===== src/rtl/adsr_if.sv =====
// Signal bundle between the oscillator/control side and the ADSR amplitude stage.
// Control inputs are level-sampled every clock; there is no valid/ready handshake.
interface adsr_if;
    logic       gate;
    logic [7:0] sample_in;
    logic [7:0] attack_rate;
    logic [7:0] decay_rate;
    logic [7:0] sustain_level;
    logic [7:0] release_rate;
    logic [7:0] sample_out;
    logic [7:0] envelope;
    logic [2:0] env_state;

    modport master (
        output gate,
        output sample_in,
        output attack_rate,
        output decay_rate,
        output sustain_level,
        output release_rate,
        input  sample_out,
        input  envelope,
        input  env_state
    );

    modport slave (
        input  gate,
        input  sample_in,
        input  attack_rate,
        input  decay_rate,
        input  sustain_level,
        input  release_rate,
        output sample_out,
        output envelope,
        output env_state
    );
endinterface


===== src/rtl/adsr_envelope.sv =====
// Gated ADSR envelope that scales an 8-bit unsigned oscillator sample about mid-scale 128.
// Optional macro ADSR_HARD_RESTART_EN: a retrigger from RELEASE restarts the attack from 0.
module adsr_envelope #(
    parameter int unsigned TICK_DIV = 256
) (
    input  logic   clk,
    input  logic   reset,
    adsr_if.slave  bus
);

    typedef enum logic [2:0] {
        IDLE    = 3'd0,
        ATTACK  = 3'd1,
        DECAY   = 3'd2,
        SUSTAIN = 3'd3,
        RELEASE = 3'd4
    } state_t;

    localparam logic [15:0] TICK_LAST = 16'(TICK_DIV - 1);

    state_t      state_q, state_d;
    logic [7:0]  env_q, env_d;
    logic [15:0] cnt_q, cnt_d;
    logic [7:0]  out_q, out_d;
    logic        tick;
    logic        clear_cnt;

    logic signed [8:0]  centered;
    logic signed [16:0] product;
    logic signed [16:0] shifted;

    // Envelope arithmetic goes through a 9-bit intermediate so it can never wrap.
    function automatic logic [7:0] sat_add(input logic [7:0] a, input logic [7:0] b);
        logic [8:0] sum;
        sum = {1'b0, a} + {1'b0, b};
        return sum[8] ? 8'hFF : sum[7:0];
    endfunction

    function automatic logic [7:0] sat_sub(input logic [7:0] a, input logic [7:0] b,
                                           input logic [7:0] floor_val);
        logic [8:0] diff;
        logic [7:0] result;
        diff = {1'b0, a} - {1'b0, b};
        if (diff[8] || (diff[7:0] < floor_val)) begin
            result = floor_val;
        end else begin
            result = diff[7:0];
        end
        return result;
    endfunction

    assign tick = (cnt_q == TICK_LAST);

    always_ff @(posedge clk) begin
        if (reset) begin
            state_q <= IDLE;
            env_q   <= 8'd0;
            cnt_q   <= 16'd0;
            out_q   <= 8'd128;
        end else begin
            state_q <= state_d;
            env_q   <= env_d;
            cnt_q   <= cnt_d;
            out_q   <= out_d;
        end
    end

    // Gate decisions are checked before tick updates so a gate edge always wins.
    always_comb begin
        state_d   = state_q;
        env_d     = env_q;
        clear_cnt = 1'b0;
        case (state_q)
            IDLE: begin
                env_d = 8'd0;
                if (bus.gate) begin
                    state_d   = ATTACK;
                    clear_cnt = 1'b1;
                end
            end
            ATTACK: begin
                if (!bus.gate) begin
                    state_d = RELEASE;
                end else if (tick) begin
                    env_d = (bus.attack_rate == 8'd0) ? 8'hFF
                                                      : sat_add(env_q, bus.attack_rate);
                    if (env_d == 8'hFF) state_d = DECAY;
                end
            end
            DECAY: begin
                if (!bus.gate) begin
                    state_d = RELEASE;
                end else if (tick) begin
                    env_d = (bus.decay_rate == 8'd0) ? bus.sustain_level
                          : sat_sub(env_q, bus.decay_rate, bus.sustain_level);
                    if (env_d == bus.sustain_level) state_d = SUSTAIN;
                end
            end
            SUSTAIN: begin
                if (!bus.gate) begin
                    state_d = RELEASE;
                end else begin
                    env_d = bus.sustain_level;
                end
            end
            RELEASE: begin
                if (bus.gate) begin
                    state_d   = ATTACK;
                    clear_cnt = 1'b1;
`ifdef ADSR_HARD_RESTART_EN
                    env_d     = 8'd0;
`else
                    env_d     = env_q;
`endif
                end else if (tick) begin
                    env_d = (bus.release_rate == 8'd0) ? 8'd0
                          : sat_sub(env_q, bus.release_rate, 8'd0);
                    if (env_d == 8'd0) state_d = IDLE;
                end
            end
            default: begin
                state_d = IDLE;
                env_d   = 8'd0;
            end
        endcase
    end

    always_comb begin
        cnt_d = cnt_q + 16'd1;
        if (clear_cnt || tick) cnt_d = 16'd0;
    end

    // Signed multiply about mid-scale; the shifted product stays within -128..126.
    assign centered = $signed({1'b0, bus.sample_in}) - 9'sd128;
    assign product  = 17'(centered) * 17'($signed({1'b0, env_q}));
    assign shifted  = product >>> 8;
    assign out_d    = shifted[7:0] + 8'd128;

    assign bus.sample_out = out_q;
    assign bus.envelope   = env_q;
    assign bus.env_state  = state_q;

endmodule


===== src/flat_wrapper.sv =====
// flat-port wrapper written by rule: the top's interface ports become plain ports
module adsr_envelope_flat 
#(
    parameter int unsigned TICK_DIV = 256
)
  (clk, reset, bus_gate, bus_sample_in, bus_attack_rate, bus_decay_rate, bus_sustain_level, bus_release_rate, bus_sample_out, bus_envelope, bus_env_state);
  adsr_if bus_i ();
  input  logic clk;
  input  logic reset;
  input wire logic [$bits(bus_i.gate)-1:0] bus_gate;
  input wire logic [$bits(bus_i.sample_in)-1:0] bus_sample_in;
  input wire logic [$bits(bus_i.attack_rate)-1:0] bus_attack_rate;
  input wire logic [$bits(bus_i.decay_rate)-1:0] bus_decay_rate;
  input wire logic [$bits(bus_i.sustain_level)-1:0] bus_sustain_level;
  input wire logic [$bits(bus_i.release_rate)-1:0] bus_release_rate;
  output wire logic [$bits(bus_i.sample_out)-1:0] bus_sample_out;
  output wire logic [$bits(bus_i.envelope)-1:0] bus_envelope;
  output wire logic [$bits(bus_i.env_state)-1:0] bus_env_state;
  assign bus_i.gate = bus_gate;
  assign bus_i.sample_in = bus_sample_in;
  assign bus_i.attack_rate = bus_attack_rate;
  assign bus_i.decay_rate = bus_decay_rate;
  assign bus_i.sustain_level = bus_sustain_level;
  assign bus_i.release_rate = bus_release_rate;
  assign bus_sample_out = bus_i.sample_out;
  assign bus_envelope = bus_i.envelope;
  assign bus_env_state = bus_i.env_state;
  adsr_envelope #(.TICK_DIV(TICK_DIV)) u_core (.clk(clk), .reset(reset), .bus(bus_i));
endmodule

===== config.mk =====
export PLATFORM = sky130hd
export DESIGN_NAME = adsr_envelope_flat
export DESIGN_NICKNAME = d
export VERILOG_FILES = /design/src/rtl/adsr_if.sv /design/src/rtl/adsr_envelope.sv /design/src/flat_wrapper.sv
export SDC_FILE = /design/constraint.sdc
export NUM_CORES = 1
export LEC_CHECK = 0
export CAP_MARGIN = 25
export CORE_MARGIN = 2
export CORE_UTILIZATION = 45
export DETAILED_ROUTE_END_ITERATION = 10
export PLACE_DENSITY = 0.8
export SYNTH_ARGS = -nofsm -noshare
export SYNTH_HDL_FRONTEND = slang
export SYNTH_SLANG_ARGS = --single-unit

===== constraint.sdc =====
create_clock -name clk -period 5 [get_ports clk]
set_clock_uncertainty 0.15 [all_clocks]
set_input_delay 0.5 -clock clk [delete_from_list [all_inputs] [get_ports clk]]
set_output_delay 0.5 -clock clk [all_outputs]
set_load 0.01 [all_outputs]

* Word level (Yosys, flattened, before mapping)
Cells that the tools add are included.
** Word-level totals
- Flip-flop bits (word level) :: 35
- Latch bits :: 0
- Memory bits (writable) :: 0
- Memory bits (read-only) :: 0
- Input bits :: 43
- Output and inout port bits :: 19
- Word-level logic and storage cells :: 81
- Memories kept :: 0
** Operators by class
- Add/subtract/negate cells :: 6
- Multipliers :: 1
- Div/mod/pow operators :: 0
- Order comparisons :: 2
- Equality and inequality tests :: 22
- Shifts and indexed selects :: 0
- Muxes and demuxes :: 34
- Bitwise operators :: 0
- Reduce and logical (&&, ||, !) cells :: 12
** Operators by type and width (number)
- $mux 8 :: 19
- $mux 3 :: 11
- $logic_not 8->1 :: 4
- $pmux 8 s4 :: 1
- $ne 3x2->1 const B :: 6
- $sub 8x8->9 :: 2
- $add 16x1->16 const B :: 1
- $eq 16x8->1 const B :: 1
- $mul 9x9->16 :: 1
- $pmux 3 s5 :: 1
- $ne 2x2->1 const B :: 6
- $add 8x8->9 :: 1
- $sub 8x8->9 const B :: 1
- $add 8x8->8 const B :: 1
- $eq 8x8->1 :: 1
- $eq 8x8->1 const B :: 1
- $lt 8x1->1 const B :: 1
- $lt 8x8->1 :: 1
- $reduce_and 8->1 :: 1
- $reduce_and 7->1 :: 1
- $eq 3x2->1 const B :: 2
- $ne 2x1->1 const B :: 3
- $reduce_or 2->1 :: 2
- $eq 3x1->1 const B :: 1
- other kinds (4) :: 7

* Longest topological paths before layout
- Depth after elaboration :: 13
- Mapped depth :: 20
- Depth with buffers taken out :: 18

* Least setup slack after synthesis
No wires, ideal clock.
- Path type :: flip-flop to flip-flop
- From :: reg u_core.env_q[1], in the netlist u_core.bus.envelope[1]
- To :: reg u_core.out_q[7], in the netlist u_core.bus.sample_out[7]
- Library setup time :: 0.117 ns
- Arrival time :: 4.571 ns
- Data required time :: 4.733 ns
- Path slack :: 0.162 ns
- Stages on the path, launching flop included :: 17
- Buffers on the path :: 1
- Period minus slack after synthesis :: 4.838 ns
- Cell sequence :: dfxtp_1 -> buf_4 -> inv_1 -> nor2_1 -> fa_1 -> fa_1 -> inv_1 -> fa_1 -> inv_1 -> fa_1 -> ha_1 -> o21a_1 -> a2111oi_0 -> nor3_1 -> a31oi_1 -> xnor2_1 -> nand2b_1
** Between the ends
- Word-level cells in the longest chain between the ends :: 2
** Ends and longest elaborated chain
- from (decl) :: RTL line adsr_envelope.sv:22 : logic [7:0] env_q, env_d;
- from (signal assigned) :: RTL line adsr_envelope.sv:62 : env_q <= env_d;
- $mul 9x9->16 :: RTL line adsr_envelope.sv:135 : assign product = 17'(centered) * 17'($signed({1'b0, env_q}));
- $add 8x8->8 :: RTL line adsr_envelope.sv:137 : assign out_d = shifted[7:0] + 8'd128;
- to (signal assigned) :: RTL line adsr_envelope.sv:64 : out_q <= out_d;
- to (decl) :: RTL line adsr_envelope.sv:24 : logic [7:0] out_q, out_d;
Every way passes these cells.
A chain may end at the register's enable or synchronous reset.

* Final worst setup path
- From :: in bus_sample_in[7]
- To :: reg u_core.out_q[7], in the netlist u_core.bus.sample_out[7]
** Between the ends
- Word-level cells in the longest chain between the ends :: 3
** Ends and longest elaborated chain
- from (decl) :: RTL line flat_wrapper.sv:11 : input wire logic [$bits(bus_i.sample_in)-1:0] bus_sample_in;
- $sub 8x8->9 :: RTL line adsr_envelope.sv:134 : assign centered = $signed({1'b0, bus.sample_in}) - 9'sd128;
- $mul 9x9->16 :: RTL line adsr_envelope.sv:135
- $add 8x8->8 :: RTL line adsr_envelope.sv:137
Every way passes these cells.

==> metrics <==
outcome complete, no violations; RSZ-0062 raised after global routing no; reg2reg path depth 15; Starting DRT DRC Count 360; Hold Crit Depth 1; Remaining Overflow, GRT 0; Met2 Wirelength 6030 um; Total Wirelength 13400 um; Top-Level Pins 62; kind of cell adding the most delay to the critical path adder cells; vias per cell 5.43; cts hold-fix bufs 0; Mapped Area 0.00555 mm^2; CTS buffer count 5; async set-reset flop share out of synthesis 0%; Max-Cap Viols 0; hold path endpoint u_core.cnt_q[0]$_SDFF_PP0_; antenna diode count 0; gr usage total 21.2%; Port Buffers 61; Filler Cells Inserted 1057; multi-input logic area 0.00434 mm^2; initial antenna violation count 0; Die W 115 um; core area 0.0120 mm^2; cell repeated most along the worst path fa_1; met3 wire len 801 um; Clock Sinks 35; clk slew on worst S/H paths 0.06 ns; dpl cell area 0.00651 mm^2; R2R Path End u_core.bus.sample_out[7]$_SDFF_PP1_; DR DRC count 0; r2r setup slk 0.34 ns; drt pass-1 iters 5; vias in the first global route 4635; final hold slack 0.344 ns; Yosys reg bits 35; fin. max-slew vios 0; Design Area, Final 0.00671 mm^2; CTS tree built; row count 40; Yosys cell types 76; Layout area overhead 21.0%; Setup crit start bus_sample_in[7]; largest net degree at the start of global routing 23; WP depth 15; number of synthesized flops with an enable pin 0; Layout Utilization 55.9%; Pleak 3.13 nW; Via Count 4900; die area 0.0132 mm^2; hold_sp u_core.cnt_q[0]$_SDFF_PP0_; first-pass GRT wire length 22400 um; Setup-failing EPs final 0; Final Hold Viols 0; GP Congestion 0.866; Worst Path Required 5.03 ns; crit-path cells clkdlybuf4s50_1 -> buf_4 -> nor2_1 -> buf_4 -> fa_1 -> fa_1 -> fa_1 -> fa_1 -> ha_1 -> a211o_1 -> a2111oi_4 -> nor3_2 -> a31oi_1 -> xnor2_1 -> nand2b_1; Worst-Margin Slew 0.570 ns; FF/Latch Area 702 um^2; register area share after synthesis 12.6%; Post-CTS Setup Bufs 0; root buf cell clkbuf_16; routed len/inst 14.9 um; Crit Path Max Fanout 7; Critical Path AT 4.83 ns; total negative slack 0 ns; syn_nets 817; highest metal used met4; Max VDD drop 0.000110 V; Setup crit start kind input pin; final net count 910; Final period util 95.9%; Fmax 209 MHz; met1 wire length 6370 um; syn_area_per_cell 8.39 um^2; DIE HEIGHT 115 um; CP bufs+invs 3; Worst setup EP type flop; Post-Synthesis Cells 661; Synth Flop Type dfxtp_1; hold crit path type flop to flop; total power 1.04 mW; H-tree levels 2; worst flop-to-flop path startpoint u_core.bus.envelope[1]$_SDFFE_PP0P_; CTS max path bufs 2; Synth warnings 0; DP Wirelength 11300 um; Setup CP Type input pin to flop; layout cells sized above 1 10.6%; crit path time final 4.79 ns; slew margin rel. 62.0%; Antenna Nets Post-Route 0; Starting Density 46.2%; PwrDens 154 mW/mm^2; Crit path largest cell delay 0.55 ns; slowest stage cell, crit path fa_1; worst skew pair latency 0.29 ns
==> synth_stat cells, types with 3 or more instances <==
cell type    n  area [um^2]
a2111oi_0    3         26.3
a211oi_1    10         75.1
a21o_1       4         30.0
a21oi_1     23          115
a21oi_2      3         26.3
a221oi_1     3         26.3
and2_1      37          231
and3_1       3         18.8
clkbuf_8     3         41.3
dfxtp_1     35          701
fa_1        54         1080
ha_1        59          738
inv_1      110          413
mux2i_1      3         30.0
nand2_1     47          176
nand2b_1    10         62.6
nand3_1     13         65.1
nand4_1      3         18.8
nor2_1      54          203
nor2b_1      8         50.1
nor3_1      10         50.1
nor4_1       9         56.3
o21a_1       6         45.0
o21ai_0     29          145
o31ai_1      3         22.5
o31ai_2      8          100
or3_1        5         31.3
xnor2_1     24          210
xor2_1      17          149
==> worst max-delay path by stage <==
stage / endpoint / slack (ns)
CTS: u_core.bus.sample_out[7]$_SDFF_PP1_ / 0.05
floorplan: u_core.bus.sample_out[7]$_SDFF_PP1_ / 0.16
finish: u_core.bus.sample_out[7]$_SDFF_PP1_ / 0.21
detailed placement: u_core.bus.sample_out[7]$_SDFF_PP1_ / -0.44
global route: u_core.bus.sample_out[7]$_SDFF_PP1_ / 0.003
global placement: u_core.bus.sample_out[7]$_SDFF_PP1_ / -0.29
==> registers in the layout (all words and copies together) (netlist names) <==
signal,flops
u_core.bus.envelope,8
u_core.cnt_q,16
u_core.bus.sample_out,8
u_core.bus.env_state,3
==> layout by cell type, fill, tap and decap left out, types with 9 or more instances in the layout <==
| cell | instances |
|---|---|
| nand2b_1 | 10 |
| dfxtp_1 | 34 |
| inv_1 | 110 |
| nand3_1 | 13 |
| nor4_1 | 9 |
| ha_1 | 59 |
| buf_4 | 38 |
| a211oi_1 | 10 |
| fa_1 | 53 |
| nand2_1 | 47 |
| xnor2_1 | 24 |
| nor2_1 | 54 |
| and2_1 | 37 |
| a21oi_1 | 22 |
| nor3_1 | 9 |
| clkdlybuf4s50_1 | 56 |
| xor2_1 | 17 |
| o21ai_0 | 28 |
==> what timing repair did <==
action / CTS / global route
pin swaps: 0 / 6
endpoints found under the setup margin: 3 / 7
resized for setup: 6 / 7
==> metrics by stage <==
stage	setup slack, ns	instances
after global placement	-0.293	894
after floorplan	0.162	661
after global routing	0.00252	902
final	0.206	902
after CTS	0.0481	902
after detailed placement	-0.440	894
==> worst reg2reg max path, stage by stage, from the launching register on <==
cell	delay, ns
dfxtp_2	0.48
nand2_1	0.14
fa_1	0.60
fa_1	0.45
fa_1	0.47
fa_1	0.55
inv_1	0.04
ha_1	0.30
a21oi_1	0.13
o21ai_1	0.11
a211o_1	0.32
a2111oi_4	0.31
nor3_2	0.11
a31oi_1	0.19
xnor2_1	0.15
nand2b_1	0.06
==> layer usage <==
layer / GRT usage, % / vias up
met5: 0 / -
met1: 30.9 / 2314
met2: 33.5 / 161
met3: 2.21 / 18
li1: - / 2407
met4: 5.94 / 0
==> where the power goes <==
group	leakage (nW)	internal, mW	total (mW)	switching, mW
logic	2.76	0.159	0.351	0.192
clock network	0.0838	0.235	0.367	0.131
registers	0.283	0.291	0.318	0.0277
total	3.13	0.685	1.04	0.351
==> cell families (layout without fill, tap and decap cells) <==
group / Yosys count / in the layout / synth area share, %
and+or+nand+nor: 219 / 219 / 21.1
AOI/OAI and AO/OA: 125 / 125 / 16.1
buffers and inverters: 123 / 217 / 9.63
adders and majority gates: 114 / 114 / 33.0
xor gates and xnor gates: 42 / 42 / 6.95
DFF: 35 / 35 / 12.6
muxes: 3 / 3 / 0.541
==> final cells by class <==
cell class,count,share of cell area [%]
clock buffers,5,1.86
multi-input cells,503,64.7
inverters,110,6.15
clock inverters,3,0.652
flip-flops and latches,35,10.5
repair buffers,99,13.4
well taps,147,2.74
No activity file was read; power rests on OpenSTA's default activity.
